File: config.mk
export PLATFORM = sky130hd
export DESIGN_NAME = char_normalizer
export DESIGN_NICKNAME = d
export VERILOG_FILES = /design/src/rtl/char_normalizer.sv
export SDC_FILE = /design/constraint.sdc
export NUM_CORES = 1
export LEC_CHECK = 0
export BUFFER_PORTS_ARGS = -buffer_cell sky130_fd_sc_hd__buf_2
export CORE_AREA = 2 2 74 90
export CTS_BUF_LIST = sky130_fd_sc_hd__clkbuf_16
export DETAILED_ROUTE_END_ITERATION = 12
export DIE_AREA = 0 0 76 92
export GPL_ROUTABILITY_DRIVEN = 0
export HOLD_SLACK_MARGIN = 0.15
export PLACE_DENSITY = 0.72
export SYNTH_ARGS = -nofsm -noshare
export SYNTH_HDL_FRONTEND = slang
export SYNTH_SLANG_ARGS = --single-unit
File: constraint.sdc
create_clock -name clk -period 3.8 [get_ports clk]
set_input_delay 0.19 -clock clk [delete_from_list [all_inputs] [get_ports clk]]
set_output_delay 0.19 -clock clk [all_outputs]
set_load 0.01 [all_outputs]
File: src/rtl/char_normalizer.sv
// rtl/char_normalizer.sv - ASCII normalizer: lowercase, collapse whitespace, drop non-printables, FIFO output
module char_normalizer #(
    parameter int DEPTH = 4
) (
    input  logic        clk,
    input  logic        reset,
    input  logic        in_valid,
    input  logic [7:0]  in_char,
    output logic        in_ready,
    output logic        out_valid,
    output logic [7:0]  out_char,
    input  logic        out_ready,
    output logic [15:0] drop_cnt
);

    localparam int AW = $clog2(DEPTH);
    localparam logic [AW:0] FULL_COUNT = (AW+1)'(DEPTH);

    logic [7:0]    mem [DEPTH];
    logic [AW-1:0] wr_ptr;
    logic [AW-1:0] rd_ptr;
    logic [AW:0]   count;
    logic          last_ws;

    logic       is_upper;
    logic       is_ws;
    logic       is_print;
    logic       is_bad;
    logic [7:0] norm_char;
    logic       accept;
    logic       push;
    logic       pop;

    always_comb begin
        is_upper  = (in_char >= 8'h41) && (in_char <= 8'h5A);
        is_ws     = (in_char == 8'h20) || (in_char == 8'h09) ||
                    (in_char == 8'h0A) || (in_char == 8'h0D);
        is_print  = (in_char >= 8'h21) && (in_char <= 8'h7E) && !is_upper;
        is_bad    = !(is_upper || is_ws || is_print);
        norm_char = in_char;
        if (is_upper) begin
            norm_char = in_char + 8'h20;
        end else if (is_ws) begin
            norm_char = 8'h20;
        end
    end

    // Flow control depends only on registered occupancy, never on out_ready.
    assign in_ready  = (count < FULL_COUNT);
    assign out_valid = (count != '0);
    assign out_char  = mem[rd_ptr];

    assign accept = in_valid && in_ready;
    assign push   = accept && (is_upper || is_print || (is_ws && !last_ws));
    assign pop    = out_valid && out_ready;

    always_ff @(posedge clk) begin
        if (!reset) begin
            wr_ptr   <= '0;
            rd_ptr   <= '0;
            count    <= '0;
            last_ws  <= 1'b1;
            drop_cnt <= '0;
        end else begin
            if (push) begin
                wr_ptr <= wr_ptr + 1'b1;
            end
            if (pop) begin
                rd_ptr <= rd_ptr + 1'b1;
            end
            case ({push, pop})
                2'b10:   count <= count + 1'b1;
                2'b01:   count <= count - 1'b1;
                default: count <= count;
            endcase
            if (accept && !is_bad) begin
                last_ws <= is_ws;
            end
            if (accept && is_bad && (drop_cnt != 16'hFFFF)) begin
                drop_cnt <= drop_cnt + 16'd1;
            end
        end
    end

    // Storage is not reset; pointers and count define what is valid.
    always_ff @(posedge clk) begin
        if (reset && push) begin
            mem[wr_ptr] <= norm_char;
        end
    end

endmodule
### Yosys cells after proc, flatten, opt, wreduce, memory -nomap -nowiden

Memories as Yosys holds them, arrays and structs flattened. A register that Yosys moved wholly into a read port is not among the register bits.
Index checks and enable logic that the tools add are counted.

| cells by class | value |
|---|---|
| add/subtract/negate cells | 6 |
| multiply operators | 0 |
| divide/modulo/power cells | 0 |
| $lt $le $gt $ge | 5 |
| equal/unequal tests | 7 |
| shift-type cells | 0 |
| mux-type cells | 7 |
| bitwise logic cells | 0 |
| reductions and logical operators | 23 |

Operators by type and width:

| operator | count |
|---|---|
| $eq A8 B4 Y1 const B | 3 |
| $add A16 B1 Y16 const B | 1 |
| $le A8 B7 Y1 const B | 2 |
| $mux W8 | 2 |
| $ne A16 B16 Y1 const B | 1 |
| $logic_and A1 B1 Y1 | 11 |
| $add A8 B6 Y8 const B | 1 |
| $eq A8 B6 Y1 const B | 1 |
| $ge A8 B6 Y1 const B | 1 |
| $ge A8 B7 Y1 const B | 1 |
| $logic_or A1 B1 Y1 | 7 |
| $pmux W3 S2 | 1 |
| $add A2 B1 Y2 const B | 2 |
| $mux W2 | 2 |
| $add A3 B1 Y3 const B | 1 |
| $logic_not A1 Y1 | 3 |
| $lt A3 B3 Y1 const B | 1 |
| $reduce_bool A3 Y1 | 1 |
| $sub A3 B1 Y3 const B | 1 |
| $eq A2 B1 Y1 const B | 1 |
| $eq A2 B2 Y1 const B | 1 |
| $mux W1 | 2 |
| $reduce_bool A2 Y1 | 1 |

| word-level totals | value |
|---|---|
| register bits | 24 |
| bits in latches | 0 |
| bits in writable memories | 32 |
| memory bits (read-only) | 0 |
| input bits | 12 |
| logic and storage cells | 54 |
| memories kept | 1 |

Memories:

| name | depth | bits a word | rd ports | clocked after memory_dff | write ports | line | text |
|---|---|---|---|---|---|---|---|
| mem | 4 | 8 | 1 | 1 | 1 | 19 | `logic [7:0] mem [DEPTH];` |

### Depth between registers and ports, before layout

Gate-level depths: netlist of the first run.

| logic depth | value |
|---|---|
| depth in word-level cells | 10 |
| mapped depth | 12 |
| depth with buffers taken out | 11 |

### Least setup slack after synthesis of the first run

No wires, ideal clock.

| timing | value |
|---|---|
| path kind | input-to-reg |
| start point | in in_char[5] |
| end point | reg count[2] |
| setup time | 72 ps |
| arrival time | 2512 ps |
| required time | 3728 ps |
| setup slack | 1216 ps |
| stages on the path | 12 |
| path buffers | 1 |
| path through | ha_1 > a211o_1 > a32o_1 > buf_6 > a22o_1 > inv_2 > ha_1 > inv_1 > fa_1 > xor2_1 > or3_1 > a21oi_1 |

| between the ends | value |
|---|---|
| cells in the longest elaborated chain, start to end | 9 |

Ends and longest elaborated chain:

| item | line | text |
|---|---|---|
| from (decl) | 8 | `input logic [7:0] in_char,` |
| $ge A8 B7 Y1, or another cell as far along | 35 | `is_upper = (in_char >= 8'h41) && (in_char <= 8'h5A);` |
| $logic_and A1 B1 Y1 / $logic_or A1 B1 Y1 (equally long branches) | 35, 36 |  |
| $logic_not A1 Y1 / $logic_or A1 B1 Y1 (equally long branches) | 38, 36 |  |
| $logic_and A1 B1 Y1 / $logic_or A1 B1 Y1 (equally long branches) | 38, 37 |  |
| $logic_or A1 B1 Y1 / $logic_and A1 B1 Y1 (equally long branches) | 54 | `assign push = accept && (is_upper \|\| is_print \|\| (is_ws && !last_ws));` |
| $logic_or A1 B1 Y1 (*) | 54 |  |
| $logic_and A1 B1 Y1 (*) | 54 |  |
| $eq A2 B1 Y1 / $eq A2 B2 Y1 (equally long branches) | 71 | `case ({push, pop})` |
| $pmux W3 S2 / $reduce_bool A2 Y1 (equally long branches) | - |  |
| to (signal assigned) | 72 | `2'b10: count <= count + 1'b1;` |
| to (signal assigned) | 73 | `2'b01: count <= count - 1'b1;` |
| to (signal assigned) | 74 | `default: count <= count;` |
| to (decl) | 22 | `logic [AW:0] count;` |

Every way passes the cells marked *; elsewhere a longest branch is shown, timed or not.
A chain may end at the register's enable or synchronous reset.

### Worst setup path after layout of the first run

| timing | value |
|---|---|
| start point | in in_char[4] |
| end point | reg count[2] |

The elaborated chain is that of the path after synthesis.

==> impl_metrics.json, run 1 <==
{
  "cts_sinks": 58,
  "run_status": "complete, no violations",
  "insertion_delay_ps": 320,
  "hp-class": "in2reg",
  "cts_buffers": 9,
  "cap_violations": 0,
  "netlist_area_mm2": 0.00267,
  "p_leak_nw": 1.21,
  "r2r_cells": 11,
  "drtAntennaViolNets": 0,
  "htree_levels": 3,
  "totalWireLength_mm": 5.14,
  "setup_viol": 0,
  "synth_area_leaders": "edfxtp_1, dfxtp_1, mux4_2",
  "min_delay_worst_endpoint": "drop_cnt[10]",
  "hold_start": "reset",
  "final_common_cell": "buf_2",
  "p_sw_w": 0.000457,
  "p_per_area_mw_per_mm2": 539,
  "grt_use_total_pct": 16.3,
  "route.met3.wl_um": 288,
  "antenna_cells": 0,
  "clockRootBuffer": "clkbuf_16",
  "viasPerCell": 5.18,
  "fp.dieH_um": 92,
  "hold-path-cell-count": 3,
  "first_pass_iters": 5,
  "finalCritPeriodShare_pct": 79.4,
  "crit_type": "in2reg",
  "seqPwrFrac_pct": 42.9,
  "synthCells": 225,
  "internal_power_w": 0.00126,
  "crit_fanout": 9,
  "grt_pass1_wl_mm": 8.69,
  "path_clk_slew_ps": 50,
  "drt-met1-wl_mm": 2.28,
  "yosysTopAreaCellShare_pct": 36.0,
  "async_reset_ff_share_pct": 0,
  "drive_above_1_share_pct": 24.0,
  "antenna_found_initial": 0,
  "ys.flop_type": "edfxtp_1",
  "vdd.ir_drop.worst_mv": 0.256,
  "cts_tree": "yes",
  "cp_slowest_stage_delay_ps": 520,
  "place_inst": 339,
  "crit_path_end_kind": "flop",
  "synth.distinct_cells": 41,
  "grt.overflow.total": 0,
  "r2r_start": "count[2]",
  "post-route-drc-count": 0,
  "tns_ps": 0,
  "die_w_um": 76,
  "row_count": 32,
  "pwr-share-comb_pct": 15.9,
  "postSynthAreaPerCell_um2": 11.9,
  "yosysSeqAreaShare_pct": 55.5,
  "hold_viol_final": 0,
  "slowest_stage": "dlygate4sd3_1",
  "nNetsFinal": 286,
  "synth_top_area_cell": "edfxtp_1",
  "io_buffers": 37,
  "io_pins": 38,
  "cp_data_required_time_ps": 4040,
  "dieArea_mm2": 0.00699,
  "syn2layout_area_growth_pct": 19.6,
  "mostFrequentLayoutCells": "buf_2, edfxtp_1, dfxtp_1",
  "synth_edf_count": 32,
  "synth_warnings": 0,
  "first_global_vias": 1784,
  "coreArea_mm2": 0.00621,
  "worst_slew_pin_slew_ps": 560,
  "synth.net_count": 245,
  "clockPowerShare_pct": 41.2,
  "crit_chain": "dlygate4sd3_1, buf_2, nand2_1, a211o_1, a32o_1, a22o_1, inv_2, ha_1, inv_1, fa_1, xor2_1, or3_1, a21oi_1",
  "initial_utilization_pct": 43.0,
  "wl_met2_mm": 2.48,
  "routedWlPerCell_um": 14.4,
  "switching_share_pct": 26.6,
  "slew_viol_final": 0,
  "synth-seq-cells": 58,
  "p_total_w": 0.00172,
  "num_vias": 1845,
  "min_period_ps": 3020,
  "cp.arrival_ps": 3260,
  "post-dp-hpwl_mm": 3.43,
  "slew_headroom_pct": 62.6,
  "max_freq_mhz": 332,
  "fin_skew_ps": 4.04,
  "r2r_setup_slack_ps": 1460,
  "grt_setup_unrepaired": "no",
  "post_cts_resize_count": 0,
  "worstSetupStartpointType": "input port",
  "drt_iter0_markers": 104,
  "r2r-end": "count[2]",
  "cts_max_path_buffers": 2,
  "highest_layer": "met4",
  "grt_max_degree": 22,
  "instances_no_fill": 356
}
-- per-stage QoR --
stage | area, um^2 | setup slack (ps) | utilization [%] | hold slack, ps
2_1_floorplan | 2670 | 1220 | - | 345
3_3_place_gp | 2920 | 914 | 47.0 | 459
3_5_place_dp | 2920 | 813 | 47.0 | 463
4_1_cts | 3190 | 796 | 51.4 | 291
5_1_grt | 3190 | 654 | 51.4 | 314
6_report | 3190 | 784 | 51.4 | 289
-- flip-flops by register name, summed over array words and instances, names as in the netlist, named ones only --
name / flops
count: 3
last_ws: 1
mem: 32
rd_ptr: 2
wr_ptr: 2
drop_cnt: 16
-- logic make-up after synthesis --
| group | Yosys count | share of synthesized area (%) |
|---|---|---|
| flip-flops | 58 | 55.5 |
| multiplexers | 15 | 9.38 |
| AND/OR/NAND/NOR | 95 | 19.2 |
| adder cells (fa/ha/maj) | 8 | 4.03 |
| AO/OA/AOI/OAI | 20 | 5.16 |
| buffers and inverters | 18 | 3.10 |
| XOR/XNOR | 11 | 3.61 |
-- worst max path at each step --
stage / cells past startpoint / endpoint / from / slack, ps
floorplan: 12 / count[2] / in_char[5] / 1220
global placement: 12 / count[2] / in_char[5] / 910
detailed placement: 12 / count[2] / in_char[5] / 810
CTS: 13 / count[2] / in_char[4] / 800
global route: 13 / count[2] / in_char[4] / 650
finish: 13 / count[2] / in_char[4] / 780
-- power by group through the flow --
stage	Clock (W)	Combinational [W]	Sequential, W
after global placement	0	0.000269	0.000750
final	0.000708	0.000274	0.000738
after CTS	0.000722	0.000279	0.000741
after global routing	0.000756	0.000305	0.000746
after detailed placement	0	0.000273	0.000753
after floorplan	0	0.000222	0.000724
-- routing by layer --
layer	vias to the layer above	global-route usage [%]
met2	55	26.8
met4	0	6.82
met3	8	5.91
met1	882	19.4
li1	900	-
met5	-	0
-- cells in the mapped netlist, types with 3 or more instances --
cell type and n:
edfxtp_1 32, dfxtp_1 26, nor2_1 22, nand2_1 18, nand3_1 12, and3_1 8
mux4_2 8, xnor2_1 8, ha_1 7, inv_1 7, mux2i_1 7, nand2b_1 7
a21oi_1 6, clkbuf_1 6, nand4_1 6, nor2b_1 6, nor3_1 3, nor4_2 3
o21ai_1 3, xor2_1 3
-- critical path, delay by kind of cell --
kind	cells	cell delay (ps)
AOI/OAI and AO/OA	4	1140
buffers and inverters	4	830
adders and majority gates	2	560
and+or+nand+nor	2	390
xor gates and xnor gates	1	160
-- area by class of cell --
class | count | area, um^2
well taps | 85 | 106
repair buffers | 39 | 203
multi-input cells | 149 | 1100
inverters | 9 | 33.8
flip-flops and latches | 58 | 1480
clock buffers | 9 | 225
clock inverters | 7 | 37.5
fillers | 559 | 3020
-- what timing repair did --
action | in CTS | in global routing
buffers inserted | 0 | 0
endpoints found under the hold margin | 4 | 0
hold buffers | 1 | 0
Note: power is estimated with default switching activity, not from simulation.
==> run 2, diff against run 1 <==
==> constraint.sdc (replaced) <==
create_clock -name clk -period 2.79 [get_ports clk]
set_input_delay 0.1395 -clock clk [delete_from_list [all_inputs] [get_ports clk]]
set_output_delay 0.1395 -clock clk [all_outputs]
set_load 0.01 [all_outputs]
==> impl_metrics.json, run 2 (synthesis gave the netlist of run 1 again) <==
{
  "tns_ps": 0,
  "hp-class": "in2reg",
  "grt_pass1_wl_mm": 8.61,
  "first_global_vias": 1789,
  "cts_sinks": 58,
  "hold_viol_final": 0,
  "p_leak_nw": 1.22,
  "fin_skew_ps": 4.88,
  "final_common_cell": "buf_2",
  "clockRootBuffer": "clkbuf_16",
  "cts_max_path_buffers": 2,
  "cp_data_required_time_ps": 3030,
  "fp.dieH_um": 92,
  "drt_iter0_markers": 96,
  "die_w_um": 76,
  "post-route-util_pct": 51.7,
  "regMostFlops": "mem",
  "slew_headroom_pct": 63.3,
  "worst-path-buf-inv": 4,
  "row_count": 32,
  "top_regs": "mem (32), drop_cnt (16), count (3)",
  "cp.arrival_ps": 2890,
  "cp_slowest_stage_delay_ps": 520,
  "run_status": "complete, no violations",
  "first_pass_iters": 4,
  "drtAntennaViolNets": 0,
  "io_pins": 38,
  "crit_type": "in2reg",
  "nNetsFinal": 288,
  "min_period_ps": 2650,
  "grt.overflow.total": 0,
  "vdd.ir_drop.worst_mv": 0.324,
  "grt_use_total_pct": 15.9,
  "num_vias": 1862,
  "fin_area_mm2": 0.00321,
  "syn2layout_area_growth_pct": 20.4,
  "cp_top_family": "compound AO/OA/AOI/OAI gates",
  "worstSetupStartpointType": "input port",
  "coreArea_mm2": 0.00621,
  "crit_fanout": 7,
  "setup_viol": 0,
  "routedWlPerCell_um": 14.3,
  "viasPerCell": 5.20,
  "p_per_area_mw_per_mm2": 726,
  "insertion_delay_ps": 320,
  "slowest_stage": "dlygate4sd3_1",
  "postCtsSetupBuffers": 0,
  "dieArea_mm2": 0.00699,
  "cap_violations": 0,
  "initial_utilization_pct": 43.0,
  "io_buffers": 37,
  "n_fill_cell": 554,
  "place_area_mm2": 0.00293,
  "finalCritPeriodShare_pct": 95.0,
  "path_clk_slew_ps": 50,
  "mostFrequentLayoutCells": "buf_2, edfxtp_1, dfxtp_1",
  "cts_tree": "yes",
  "max_freq_mhz": 377,
  "antenna_found_initial": 0,
  "htree_levels": 3,
  "grt_setup_unrepaired": "no",
  "drive_above_1_share_pct": 24.9,
  "totalWireLength_mm": 5.14,
  "slew_viol_final": 0,
  "cts_buffers": 9,
  "grt_max_degree": 22,
  "post-route-drc-count": 0,
  "worst_slew_pin_slew_ps": 550,
  "crit_path_end_kind": "flop",
  "largest_reg_flops": 32,
  "crit_chain": "dlygate4sd3_1, buf_4, nand2_1, a211o_1, a32o_1, a22o_1, inv_2, ha_2, inv_1, fa_1, xor2_1, or3_1, a21oi_1",
  "antenna_cells": 0,
  "post-dp-hpwl_mm": 3.66
}
run 2: cell types whose count changed in the layout (fill, tap and decap cells not counted):
cell   previous run  this run
ha_1              7         6
ha_2              0         1
buf_4             1         4
buf_2            37        36
run 2: cell type report:
class / count / area [um^2] / share of cell area (%)
Clock buffer: 9 / 225 / 7.01
Sequential cell: 58 / 1480 / 46.1
Multi-Input combinational cell: 149 / 1110 / 34.5
Clock inverter: 7 / 37.5 / 1.17
Timing Repair Buffer: 41 / 220 / 6.86
Tap cell: 85 / 106 / 3.31
Inverter: 9 / 33.8 / 1.05
run 2: worst paths after layout:
check / from / endpoint / slack [ps] / cells past startpoint
worst max register to register: count[2] / count[2] / 570 / 11
worst min register to register: drop_cnt[1] / drop_cnt[1] / 470 / 2
worst max-delay path: in_char[4] / count[2] / 140 / 13
worst min-delay path: reset / drop_cnt[1] / 240 / 3
run 2: report_power, final:
part	internal [W]	switching, W	leakage, nW	total, W
Clock	0.000587	0.000359	0.130	0.000946
Sequential	0.000949	0.0000562	0.499	0.00101
Combinational	0.000188	0.000193	0.596	0.000380
run 2: tightest hold or removal path, delay by kind of cell:
kind                   cells  cell delay, ps
AO/OA/AOI/OAI              1              50
buffers and inverters      1             210
AND/OR/NAND/NOR            1             110
run 2: timing repair:
action | CTS | global route
setup endpoints to repair | 0 | 1
gates resized for setup | 0 | 3
endpoints found under the hold margin | 4 | 0
hold buffers | 1 | 0
run 2: stage by stage:
stage | std cells | setup slack [ps] | hold WS [ps] | power [W]
final | 358 | 140 | 237 | 0.00233
after CTS | 358 | 91.0 | 234 | 0.00235
after global placement | 341 | 206 | 409 | 0.00140
after global routing | 358 | 10.9 | 251 | 0.00245
after detailed placement | 341 | 123 | 416 | 0.00140
after floorplan | 225 | 257 | 295 | 0.00129
run 2: routing by layer:
metal | up-vias | GRT usage, % | wire length [um]
met2 | 49 | 26.0 | 2530
met4 | 0 | 8.64 | 113
met3 | 13 | 4.82 | 256
met5 | - | 0 | 0
li1 | 915 | - | -
met1 | 885 | 18.9 | 2230
==> run 3, diff against run 2 <==
--- a/config.mk
+++ b/config.mk
@@ -13,6 +13,7 @@
 export GPL_ROUTABILITY_DRIVEN = 0
 export HOLD_SLACK_MARGIN = 0.15
 export PLACE_DENSITY = 0.72
+export REMOVE_ABC_BUFFERS = 1
 export SYNTH_ARGS = -nofsm -noshare
 export SYNTH_HDL_FRONTEND = slang
 export SYNTH_SLANG_ARGS = --single-unit
==> impl_metrics.json, run 3 (synthesis gave the netlist of run 1 again) <==
{
  "run_status": "complete, no violations",
  "hold_viol_final": 0,
  "grt.overflow.total": 0,
  "hold_start": "in_char[7]",
  "fin_ws_ps": 207,
  "fin_area_mm2": 0.00327,
  "p_per_area_mw_per_mm2": 779,
  "routedWlPerCell_um": 14.5,
  "antenna_cells": 0,
  "viasPerCell": 5.16,
  "worst_slew_pin_slew_ps": 574,
  "post-dp-hpwl_mm": 3.60,
  "p_leak_nw": 1.26,
  "grt_pass1_wl_mm": 8.65,
  "syn2layout_area_growth_pct": 22.7,
  "regMostFlops": "mem",
  "initial_utilization_pct": 43.0,
  "drtAntennaViolNets": 0,
  "mostFrequentLayoutCells": "buf_2, edfxtp_1, dfxtp_1",
  "crit_fanout": 7,
  "crit_chain": "dlygate4sd3_1, buf_4, nand2_1, a211o_1, a32o_1, a22o_1, inv_2, ha_1, inv_1, fa_2, xor2_1, or3_1, a21oi_1",
  "drt_iter0_markers": 125,
  "p_total_w": 0.00255,
  "cp_top_family": "compound AO/OA/AOI/OAI gates",
  "r2r_start": "count[2]",
  "row_count": 32,
  "setup_viol": 0,
  "max_freq_mhz": 387,
  "cts_max_path_buffers": 2,
  "dieArea_mm2": 0.00699,
  "cts_sinks": 58,
  "crit_type": "in2reg",
  "first_pass_iters": 4,
  "slowest_stage": "dlygate4sd3_1",
  "cp.arrival_ps": 2820,
  "io_buffers": 37,
  "nNetsFinal": 289,
  "path_clk_slew_ps": 50,
  "cp_slowest_stage_delay_ps": 530,
  "io_pins": 38,
  "seq_area_mm2": 0.00148,
  "top_regs": "mem (32), drop_cnt (16), count (3)",
  "htree_levels": 3,
  "coreArea_mm2": 0.00621,
  "grt_setup_unrepaired": "no",
  "slew_headroom_pct": 61.7,
  "cts_buffers": 9,
  "place_area_mm2": 0.00294,
  "n_fill_cell": 566,
  "grt_max_degree": 22,
  "crit_path_end_kind": "flop",
  "drive_above_1_share_pct": 25.5,
  "hp-class": "in2reg",
  "totalWireLength_mm": 5.22,
  "final_common_cell": "buf_2",
  "postCtsSetupBuffers": 0,
  "clockRootBuffer": "clkbuf_16",
  "cp_data_required_time_ps": 3030,
  "post-route-drc-count": 0,
  "antenna_found_initial": 0,
  "largest_reg_flops": 32,
  "r2r_setup_slack_ps": 620,
  "crit_path_start": "in_char[4]",
  "finalCritPeriodShare_pct": 92.6,
  "die_w_um": 76,
  "fin_skew_ps": 3.47,
  "first_global_vias": 1763,
  "slew_viol_final": 0,
  "fp.dieH_um": 92,
  "worstSetupStartpointType": "input port",
  "min_period_ps": 2580,
  "worst-path-buf-inv": 4,
  "insertion_delay_ps": 320,
  "vdd.ir_drop.worst_mv": 0.397,
  "grt_use_total_pct": 16.1,
  "cts_tree": "yes",
  "cap_violations": 0,
  "num_vias": 1852,
  "multi_input_area_mm2": 0.00111,
  "tns_ps": 0,
  "dp_slack_ps": 144
}
[run 3: cell count changes in the layout (fill, tap and decap cells not counted)]
| cell | delta |
|---|---|
| buf_4 | +1 |
| bufinv_16 | +2 |
| clkinv_1 | -1 |
| clkinv_2 | -2 |
| clkinv_4 | +1 |
| clkinvlp_4 | -1 |
| fa_1 | -1 |
| fa_2 | +1 |
| ha_1 | +1 |
| ha_2 | -1 |
| inv_6 | +1 |
[run 3: path summary, 6_finish.rpt]
kind / to / cells after the start
worst max-delay path: count[2] / 13
worst min-delay path: mem[0][7] / 2
worst max register to register: count[2] / 11
worst min register to register: drop_cnt[1] / 2
[run 3: metrics by stage]
| stage | hold WS (ps) | cells | utilization (%) |
|---|---|---|---|
| finish | 222 | 359 | 52.8 |
| global route | 243 | 359 | 52.8 |
| CTS | 205 | 359 | 52.7 |
| detailed placement | 425 | 342 | 47.4 |
| global placement | 405 | 342 | 47.4 |
| floorplan | 238 | 216 | - |
[run 3: layout make-up]
cell class | count | share of cell area, %
inverters | 9 | 1.03
clock inverters | 7 | 2.87
multi-input cells | 149 | 33.8
well taps | 85 | 3.25
repair buffers | 42 | 6.95
clock buffers | 9 | 6.88
flip-flops and latches | 58 | 45.2
[run 3: layer usage]
layer / vias to the layer above / share of wire [%] / global-route usage (%)
li1: 910 / - / -
met2: 60 / 51 / 27.7
met3: 7 / 5.9 / 5.22
met5: - / 0 / 0
met4: 0 / 1.6 / 6.36
met1: 875 / 42 / 18.8
[run 3: timing repair]
item / 4_1_cts / 5_1_grt
endpoints found under the setup margin: 0 / 1
hold buffers: 1 / 0
resized for setup: 0 / 3
endpoints found under the hold margin: 4 / 0
[run 3: where the power goes]
| group | switching [W] | internal, W |
|---|---|---|
| clock | 0.000383 | 0.000780 |
| sequential | 0.0000562 | 0.000948 |
| combinational | 0.000194 | 0.000190 |
[run 3: worst reg2reg max path: stages (launching register included)]
cell     delay, ps
dfxtp_1        350
inv_1           90
nand2_1        160
nor2_1          60
a22o_1         220
inv_2           60
ha_1           170
inv_1           60
fa_2           330
xor2_1         150
or3_1          310
a21oi_1        140
